$ cat src/rtl/buzzer_pkg.sv
// Shared definitions for the melody buzzer: note codes, pitch table,
// ROM entry layout and sequencer states.
package buzzer_pkg;

    // ROM entry layout: {note[3:0], dur[1:0], 2'b00}
    localparam int ENTRY_W = 8;
    localparam int NOTE_W  = 4;
    localparam int DUR_W   = 2;

    localparam logic [NOTE_W-1:0] NOTA_REST = 4'd0;
    localparam logic [NOTE_W-1:0] NOTA_DO4  = 4'd1;
    localparam logic [NOTE_W-1:0] NOTA_RE   = 4'd2;
    localparam logic [NOTE_W-1:0] NOTA_MI   = 4'd3;
    localparam logic [NOTE_W-1:0] NOTA_FA   = 4'd4;
    localparam logic [NOTE_W-1:0] NOTA_SOL  = 4'd5;
    localparam logic [NOTE_W-1:0] NOTA_LA   = 4'd6;
    localparam logic [NOTE_W-1:0] NOTA_SI   = 4'd7;
    localparam logic [NOTE_W-1:0] NOTA_DO5  = 4'd8;
    localparam logic [NOTE_W-1:0] NOTA_FIN  = 4'd15;

    // Frequencies in Hz for notes DO4..DO5 (codes 1..8)
    localparam int unsigned NOTE_FREQ [8] = '{262, 294, 330, 349, 392, 440, 494, 523};

    typedef enum logic [2:0] {IDLE, LOAD, PLAY, GAP, DONE} state_e;

    function automatic logic [ENTRY_W-1:0] mk_entry(input logic [NOTE_W-1:0] n,
                                                    input logic [DUR_W-1:0] d);
        return {n, d, 2'b00};
    endfunction

endpackage

$ cat src/rtl/melodia_rom.sv
// Per-channel melody ROM with a registered (1-cycle) read.
module melodia_rom
    import buzzer_pkg::*;
#(
    parameter int CW = 2,
    parameter int IW = 4
) (
    input  logic               clk,
    input  logic [CW-1:0]      chan,
    input  logic [IW-1:0]      idx,
    output logic [ENTRY_W-1:0] entry
);

    // Melody table; any index past the listed notes reads as the end marker.
    function automatic logic [ENTRY_W-1:0] melody(input int c, input int i);
        melody = mk_entry(NOTA_FIN, 2'd0);
        case (c)
            0: case (i)
                0: melody = mk_entry(NOTA_MI, 2'd0);
                default: ;
            endcase
            1: case (i)
                0: melody = mk_entry(NOTA_REST, 2'd3);
                default: ;
            endcase
            2: case (i)
                0: melody = mk_entry(NOTA_DO4, 2'd0);
                1: melody = mk_entry(4'd12, 2'd0);  // unused code, plays as rest
                2: melody = mk_entry(NOTA_RE, 2'd0);
                3: melody = mk_entry(NOTA_MI, 2'd0);
                default: ;
            endcase
            3: case (i)
                0: melody = mk_entry(NOTA_LA, 2'd0);
                default: ;
            endcase
            default: case (i)
                0: melody = mk_entry(NOTA_DO5, 2'd0);
                default: ;
            endcase
        endcase
    endfunction

    // Registered read
    always_ff @(posedge clk) begin
        entry <= melody(int'(chan), int'(idx));
    end

endmodule

$ cat src/rtl/buzzer_melodia.sv
// Multi-channel melody sequencer: edge-detected triggers with fixed
// priority pre-emption, note ROM playback, ms-based durations and a
// square-wave tone divider.
module buzzer_melodia
    import buzzer_pkg::*;
#(
    parameter int CLK_FREQ  = 50_000_000,
    parameter int N_CHAN    = 4,
    parameter int MAX_NOTES = 16,
    parameter int UNIT_MS   = 100,
    parameter int GAP_MS    = 20,
    localparam int CW = (N_CHAN > 1) ? $clog2(N_CHAN) : 1,
    localparam int IW = (MAX_NOTES > 1) ? $clog2(MAX_NOTES) : 1
) (
    input  logic              clk,
    input  logic              rst_n,
    input  logic [N_CHAN-1:0] trig,
    input  logic              mute,
    output logic              buzzer,
    output logic              busy,
    output logic              done,
    output logic [CW-1:0]     chan_activo
);

    localparam int PRE = CLK_FREQ / 1000;
    localparam int PW  = $clog2(PRE + 1);
    localparam int MSW = $clog2(4 * UNIT_MS + GAP_MS + 1);
    localparam int TW  = $clog2(CLK_FREQ / (2 * NOTE_FREQ[0]) + 1);

    logic [N_CHAN-1:0]  trig_q, edg;
    logic               any_edge, preempt, restart;
    logic [CW-1:0]      sel, chan_q, rom_chan;
    logic [IW-1:0]      idx_q, rom_idx;
    logic [ENTRY_W-1:0] entry;
    logic [NOTE_W-1:0]  note;
    logic               pitched, pre_tick, gap_end, last_idx;
    logic [MSW-1:0]     note_ms;
    logic [TW-1:0]      hp;
    state_e             state_q;
    logic [PW-1:0]      pre_q;
    logic [MSW-1:0]     ms_q;
    logic [TW-1:0]      tcnt_q;
    logic               tone_q, busy_q, done_q;
    logic               unused_bits;

    // Half-period reload; every arm divides constants only
    function automatic logic [TW-1:0] hp_of(input logic [NOTE_W-1:0] n);
        hp_of = '0;
        for (int i = 0; i < 8; i++)
            if (n == NOTE_W'(i + 1)) hp_of = TW'(CLK_FREQ / (2 * NOTE_FREQ[i]) - 1);
    endfunction

    // Trigger history for rising-edge detection
    always_ff @(posedge clk or negedge rst_n) begin
        if (!rst_n) trig_q <= '0;
        else        trig_q <= trig;
    end

    assign edg = trig & ~trig_q;

    // Lowest-index edge wins
    always_comb begin
        sel      = '0;
        any_edge = 1'b0;
        for (int c = N_CHAN - 1; c >= 0; c--) begin
            if (edg[c]) begin
                sel      = CW'(c);
                any_edge = 1'b1;
            end
        end
    end

    assign preempt = any_edge && (sel < chan_q) &&
                     (state_q == LOAD || state_q == PLAY || state_q == GAP);
    assign restart = (any_edge && state_q == IDLE) || preempt;

    assign note        = entry[ENTRY_W-1 -: NOTE_W];
    assign note_ms     = MSW'((int'(entry[3:2]) + 1) * UNIT_MS);
    assign pitched     = (note >= NOTA_DO4) && (note <= NOTA_DO5);
    assign hp          = hp_of(note);
    assign pre_tick    = (pre_q == PW'(PRE - 1));
    assign gap_end     = pre_tick && (ms_q == MSW'(GAP_MS - 1));
    assign last_idx    = (idx_q == IW'(MAX_NOTES - 1));
    assign unused_bits = ^entry[1:0];

    // ROM is addressed with the upcoming chan/idx so the entry is valid in LOAD
    always_comb begin
        rom_chan = chan_q;
        rom_idx  = idx_q;
        if (restart) begin
            rom_chan = sel;
            rom_idx  = '0;
        end else if (state_q == GAP && gap_end && !last_idx) begin
            rom_idx = idx_q + 1'b1;
        end
    end

    melodia_rom #(.CW(CW), .IW(IW)) u_rom (
        .clk   (clk),
        .chan  (rom_chan),
        .idx   (rom_idx),
        .entry (entry)
    );

    // Sequencer: note timing, tone generation and registered status outputs
    always_ff @(posedge clk or negedge rst_n) begin
        if (!rst_n) begin
            state_q <= IDLE;
            chan_q  <= '0;
            idx_q   <= '0;
            pre_q   <= '0;
            ms_q    <= '0;
            tcnt_q  <= '0;
            tone_q  <= 1'b0;
            busy_q  <= 1'b0;
            done_q  <= 1'b0;
        end else begin
            done_q <= 1'b0;
            if (restart) begin
                state_q <= LOAD;
                chan_q  <= sel;
                idx_q   <= '0;
                pre_q   <= '0;
                ms_q    <= '0;
                tcnt_q  <= '0;
                tone_q  <= 1'b0;
                busy_q  <= 1'b1;
            end else begin
                case (state_q)
                    IDLE: busy_q <= 1'b0;
                    LOAD: begin
                        if (note == NOTA_FIN) begin
                            state_q <= DONE;
                            done_q  <= 1'b1;
                        end else begin
                            state_q <= PLAY;
                            pre_q   <= '0;
                            ms_q    <= '0;
                            tcnt_q  <= '0;
                            tone_q  <= 1'b0;
                        end
                    end
                    PLAY: begin
                        if (pitched) begin
                            if (tcnt_q == hp) begin
                                tcnt_q <= '0;
                                tone_q <= ~tone_q;
                            end else begin
                                tcnt_q <= tcnt_q + 1'b1;
                            end
                        end
                        if (pre_tick) begin
                            pre_q <= '0;
                            if (ms_q == note_ms - 1'b1) begin
                                ms_q    <= '0;
                                state_q <= GAP;
                                tone_q  <= 1'b0;
                            end else begin
                                ms_q <= ms_q + 1'b1;
                            end
                        end else begin
                            pre_q <= pre_q + 1'b1;
                        end
                    end
                    GAP: begin
                        if (pre_tick) begin
                            pre_q <= '0;
                            if (gap_end) begin
                                ms_q <= '0;
                                if (last_idx) begin
                                    state_q <= DONE;
                                    done_q  <= 1'b1;
                                end else begin
                                    idx_q   <= idx_q + 1'b1;
                                    state_q <= LOAD;
                                end
                            end else begin
                                ms_q <= ms_q + 1'b1;
                            end
                        end else begin
                            pre_q <= pre_q + 1'b1;
                        end
                    end
                    DONE: begin
                        state_q <= IDLE;
                        busy_q  <= 1'b0;
                    end
                    default: state_q <= IDLE;
                endcase
            end
        end
    end

    assign buzzer      = tone_q & ~mute;
    assign busy        = busy_q;
    assign done        = done_q;
    assign chan_activo = chan_q;

endmodule

$ cat config.mk
export PLATFORM = sky130hd
export DESIGN_NAME = buzzer_melodia
export DESIGN_NICKNAME = d
export VERILOG_FILES = /design/src/rtl/buzzer_pkg.sv /design/src/rtl/melodia_rom.sv /design/src/rtl/buzzer_melodia.sv
export SDC_FILE = /design/constraint.sdc
export NUM_CORES = 1
export LEC_CHECK = 0
export ABC_CLOCK_PERIOD_IN_PS = 3200
export BUFFER_PORTS_ARGS = -buffer_cell sky130_fd_sc_hd__buf_2
export CORE_ASPECT_RATIO = 1.1
export CORE_UTILIZATION = 30
export CTS_CLUSTER_DIAMETER = 60
export DETAILED_ROUTE_END_ITERATION = 16
export PLACE_DENSITY_LB_ADDON = 0.3
export SETUP_SLACK_MARGIN = 0.15
export SYNTH_ARGS = -nofsm -noshare
export SYNTH_HDL_FRONTEND = slang
export SYNTH_HIERARCHICAL = 1
export SYNTH_SLANG_ARGS = --single-unit
$ cat constraint.sdc
create_clock -name clk -period 3.2 [get_ports clk]
set_clock_uncertainty 0.2 [all_clocks]
set_input_delay 0.64 -clock clk [delete_from_list [all_inputs] [get_ports clk]]
set_output_delay 0.64 -clock clk [all_outputs]
set_load 0.03 [all_outputs]
# [Word-level counts from Yosys, hierarchy flattened]
# Cells that the tools add are included.
# Widths: inputs -> output; s select.
[totals] output_inout_bits=5 inputBits=7 wordCells=155 ff_bits=66
[classes] eq_ne=32 n_mul=1 mux=68 addsub=6 n_reduce_logical=29 magnitude_cmp=3 bitwise=5
[ops] cell="$mux 17" count=12
[ops] cell="$pmux 8 s4" count=2
[ops] cell="$mux 9" count=6
[ops] cell="$mux 16" count=3
[ops] cell="$pmux 17 s2" count=1
[ops] cell="$pmux 16 s2" count=1
[ops] cell="$mux 4" count=7
[ops] cell="$pmux 9 s3" count=1
[ops] cell="$mux 8" count=3
[ops] cell="$mux 3" count=7
[ops] cell="$add 17x1->17 const B" count=1
[ops] cell="$eq 17x17->1" count=1
[ops] cell="$mux 1" count=17
[ops] cell="$add 16x1->16 const B" count=1
[ops] cell="$eq 16x16->1 const B" count=1
[ops] cell="$eq 4x2->1 const B" count=4
[ops] cell="$eq 4x3->1 const B" count=4
[ops] cell="$ne 3x3->1 const B" count=5
[ops] cell="$eq 4x4->1 const B" count=3
[ops] cell="$pmux 3 s4" count=1
[ops] cell="$mux 2" count=5
[ops] cell="$add 9x1->9 const B" count=1
[ops] cell="$eq 9x5->1 const B" count=1
[ops] cell="$eq 9x9->1" count=1
[ops] cell="34 further kinds" count=55

# [Logic depth before layout (Yosys ltp)]
[logic_depth] depth_word=16 mapped_depth=14 depth_no_buf=12

# [Hierarchy]
# The synthesis kept the hierarchy.
[modules_own_cells] mod="buzzer_melodia" cells_each=462 n_inst=1 seq_area_each_um2=1451.4 area_per_inst_um2=3940.0
[modules_own_cells] mod="melodia_rom" cells_each=24 n_inst=1 seq_area_each_um2=100.1 area_per_inst_um2=232.7

# [Worst setup path after synthesis]
# OpenSTA, ideal clock, no wires.
[synth_timing] path_kind="input-to-reg" from="input trig[3]" to="register u_rom.entry[3]" setup_time_ns=0.061 path_stages=14 required_ns=2.939 arrival_ns=3.336 path_slack_ns=-0.397 n_path_buf=3 path_cell_list="nor2b_1 > a21oi_1 > nor3_1 > ha_1 > nor2b_1 > o22a_1 > nor2_1 > and3_1 > clkbuf_1 > clkbuf_1 > clkbuf_1 > nor2_1 > nor4_2 > and3b_1"
[synth_via] elab_chain_cells=13 elab_cells_between_ends=23 cone_classes="order compare: 1; eq/ne: 3; mux: 12; bitwise: 1; reduce/logical: 6"
[synth_rtl] element="start, declared" line_no="buzzer_melodia.sv:17" text="input logic [N_CHAN-1:0] trig,"
[synth_rtl] element="$and 4x4->4 *" line_no="buzzer_melodia.sv:59" text="assign edg = trig & ~trig_q;"
[synth_rtl] element="$mux 2 (4 in series)" line_no="buzzer_melodia.sv:66" text="if (edg[c]) begin"
[synth_rtl] element="$lt 2x2->1" line_no="buzzer_melodia.sv:73" text="assign preempt = any_edge && (sel < chan_q) &&"
[synth_rtl] element="$logic_and 1x1->1 (2 in series)" line_no="buzzer_melodia.sv:73"
[synth_rtl] element="$logic_or 1x1->1 *" line_no="buzzer_melodia.sv:75" text="assign restart = (any_edge && state_q == IDLE) || preempt;"
[synth_rtl] element="$mux 4 *" line_no="buzzer_melodia.sv:90" text="if (restart) begin"
[synth_rtl] element="via rom_idx[1]" line_no="buzzer_melodia.sv:33" text="logic [IW-1:0] idx_q, rom_idx;"
[synth_rtl] element="$logic_not 4->1 *" line_no="melodia_rom.sv:22" text="1: case (i)"
[synth_rtl] element="$mux 8 *" line_no="melodia_rom.sv:22"
[synth_rtl] element="$pmux 8 s4 *" line_no="melodia_rom.sv:17" text="case (c)"
[synth_rtl] element="end signal, assigned" line_no="melodia_rom.sv:46" text="entry <= melody(int'(chan), int'(idx));"
[synth_rtl] element="end, declared" line_no="melodia_rom.sv:11" text="output logic [ENTRY_W-1:0] entry"
# The timed path passes the listed nets; every way through them passes the cells marked *.
# A chain may end at the register's enable or synchronous reset.

# [Worst setup path after layout]
[layout_timing] from="input trig[3]" to="register pre_q[5]"
[layout_via] elab_chain_cells=11 elab_cells_between_ends=18 cone_classes="order compare: 1; eq/ne: 1; mux: 9; bitwise: 1; reduce/logical: 6"
[layout_rtl] element="$and 4x4->4 *" line_no="buzzer_melodia.sv:59"
[layout_rtl] element="$mux 2 (4 in series)" line_no="buzzer_melodia.sv:66"
[layout_rtl] element="$lt 2x2->1" line_no="buzzer_melodia.sv:73"
[layout_rtl] element="$logic_and 1x1->1 (2 in series)" line_no="buzzer_melodia.sv:73"
[layout_rtl] element="$logic_or 1x1->1 *" line_no="buzzer_melodia.sv:75"
[layout_rtl] element="$ne 3x3->1 (no line) or $reduce_bool 3->1 (tied branches)"
[layout_rtl] element="$reduce_and 2->1 (no line)"
[layout_rtl] element="end signal, assigned" line_no="buzzer_melodia.sv:162" text="pre_q <= pre_q + 1'b1;"
[layout_rtl] element="end signal, assigned" line_no="buzzer_melodia.sv:181" text="pre_q <= pre_q + 1'b1;"
[layout_rtl] element="end, declared" line_no="buzzer_melodia.sv:40" text="logic [PW-1:0] pre_q;"
# Mark *: on every way between the ends. The rest lies on a longest branch, timed or not.

==> reports/qor.txt <==
GRT Util Overall - 14.51%
Worst setup SP type - primary input
first-pass GRT wire length - 16410 µm
MaxCap Viol Count - 0
Via density - 5.096
DRC - 0
CP Capture Type - register
Period minus WS final - 2.901 ns
Total Power - 3.499 mW
placed cells - 679
Slew @ Worst Pin - 0.6770 ns
dpl ws - -0.08557 ns
H-tree Lvls - 3
Die ar. - 14320 µm²
average wire per standard cell - 14.00 µm
gr busiest metal - met2
PwrDens - 713.1 nW/µm²
Final GP Congestion - 0.8120
Setup-failing EPs final - 0
IO Pins - 12
status - complete, no violations
area grow syn2layout - 18.13%
Leak Pwr - 2.009 nW
Worst EP arrival - 2.96 ns
Layout fillers - 1369
maximum clock path buffer count - 2
area of the mapped netlist - 4154 µm²
Setup CP Type - in -> reg
drt first pass iters - 5
vias in the first global route - 3409
met3 GRT Util - 3.102%
Die Ht - 125.4 µm
worst hold path type - in -> reg
CTS tree - built
fraction of layout cells with a size suffix above 1 - 16.60%
initial antenna violation count - 0
Detail Placement HPWL - 7105 µm
Cells after Synth - 483
syn avg cell area - 8.600 µm²
initial core utilization - 31.05%
Final Util - 36.68%
fin. max-slew vios - 0
Clock Root Buffer - clkbuf_16
Req. time, crit path - 3.25 ns
grt met1 use - 18.94%
I/O Buffers - 11
M2 GR Usage - 23.49%
CTS Buf Count - 9
routed vias - 3547
CTS clk-pin slew, worst paths - 0.05 ns
Worst slew margin - 54.87%
max frequency - 0.3447 GHz
period utilization - 90.66%
clock latency on the worst-skew pair - 0.33 ns
FP Rows - 44
Final WS setup - 0.2989 ns
width of the die - 114.2 µm
Syn Nets - 498
antenna cells - 0
maximum vdd drop - 0.3503 mV
Hold WS - 0.2268 ns
RSZ-0062 raised after global routing - true
initial DRC count - 149
Layout Cells excl Fill - 696
clock tree sinks - 63
Core Box Area - 13380 µm²
antenna-violating nets left - 0
Fin. Hold Viols - 0
largest net degree at the start of global routing - 52
DRT Wirelength - 9745 µm
crit-path max FO - 8
YS warnings - 6
gr ovfl total - 0
Total Nets Final - 522
[critical path, stage by stage]
cell,delay [ns]
buf_2,0.08
nor2b_2,0.17
a21oi_2,0.05
nor3_1,0.21
ha_1,0.27
nor2b_1,0.13
o22a_1,0.18
nor2_2,0.11
and3_2,0.24
o2111ai_2,0.30
or3_1,0.40
a21oi_1,0.15
[worst paths after layout]
| kind | cells past startpoint | end | slack (ns) | startpoint |
|---|---|---|---|---|
| min reg2reg | 2 | ms_q[1] | 0.32 | ms_q[1] |
| max | 12 | pre_q[5] | 0.30 | trig[3] |
| min in group asynchronous | 2 | trig_q[3] | 0.49 | rst_n |
| max reg2reg | 9 | u_rom/entry[5] | 0.33 | pre_q[5] |
| min | 1 | trig_q[3] | 0.23 | trig[3] |
| max in group asynchronous | 3 | tcnt_q[7] | 1.37 | rst_n |
[repair_timing]
item,4_1_cts,5_1_grt
resized for setup,0,13
buffers inserted,0,0
hold buffers,1,0
endpoints found under the setup margin,0,30
hold endpoints to repair,7,0
[area by class of cell]
type | count | area, µm² | area share (%)
inverter | 14 | 52.55 | 1.071
multi-input combinational | 381 | 2482 | 50.59
timing repair buffer | 38 | 264.0 | 5.380
tap | 184 | 230.2 | 4.691
sequential | 63 | 1553 | 31.64
clock inverter | 3 | 65.06 | 1.326
clock buffer | 13 | 260.3 | 5.303
[report_power, final]
part | switching [mW] | internal (mW) | total, mW
sequential | 0.160 | 0.874 | 1.03
combinational | 0.825 | 0.570 | 1.40
clock | 0.347 | 0.723 | 1.07
total | 1.33 | 2.17 | 3.50
[sequential cells by signal, summed over array words and instances, names as in the netlist]
| name | count |
|---|---|
| tcnt_q | 17 |
| pre_q | 16 |
| ms_q | 9 |
| u_rom/entry | 5 |
| idx_q | 4 |
| trig_q | 4 |
| state_q | 3 |
| chan_activo | 2 |
| busy | 1 |
| done | 1 |
| tone_q | 1 |
[per-stage QoR]
stage | setup TNS [ns] | instance area [µm²]
2_1_floorplan | 0 | 4192
3_3_place_gp | -0.06639 | 4511
3_5_place_dp | -0.8232 | 4511
4_1_cts | 0 | 4846
5_1_grt | 0 | 4907
6_report | 0 | 4907
[metal layers]
metal,part of all wire [%],vias to the layer above,wire length (µm)
met5,0,-,0
met4,1.7,0,170
met3,3.5,14,342
met2,47,64,4596
met1,48,1697,4636
li1,-,1772,-
[cell usage in the layout (no fill, tap or decap), types with 4 or more instances in the layout]
cell and instances:
buf_2 11, xor2_1 16, dfxtp_1 4, or3_1 9
nor3_2 4, a21oi_1 26, nor4b_1 6, o31ai_1 5
inv_1 14, dfrtp_1 58, nand2b_1 13, nand4_1 7
nand3_1 18, nor3_1 9, clkbuf_16 9, and3_1 14
ha_1 8, xnor2_1 18, nor2_1 60, nor2b_1 12
mux2i_1 7, nand2_1 40, o21ai_0 28, buf_4 25
(Power assumes the default switching activity.)
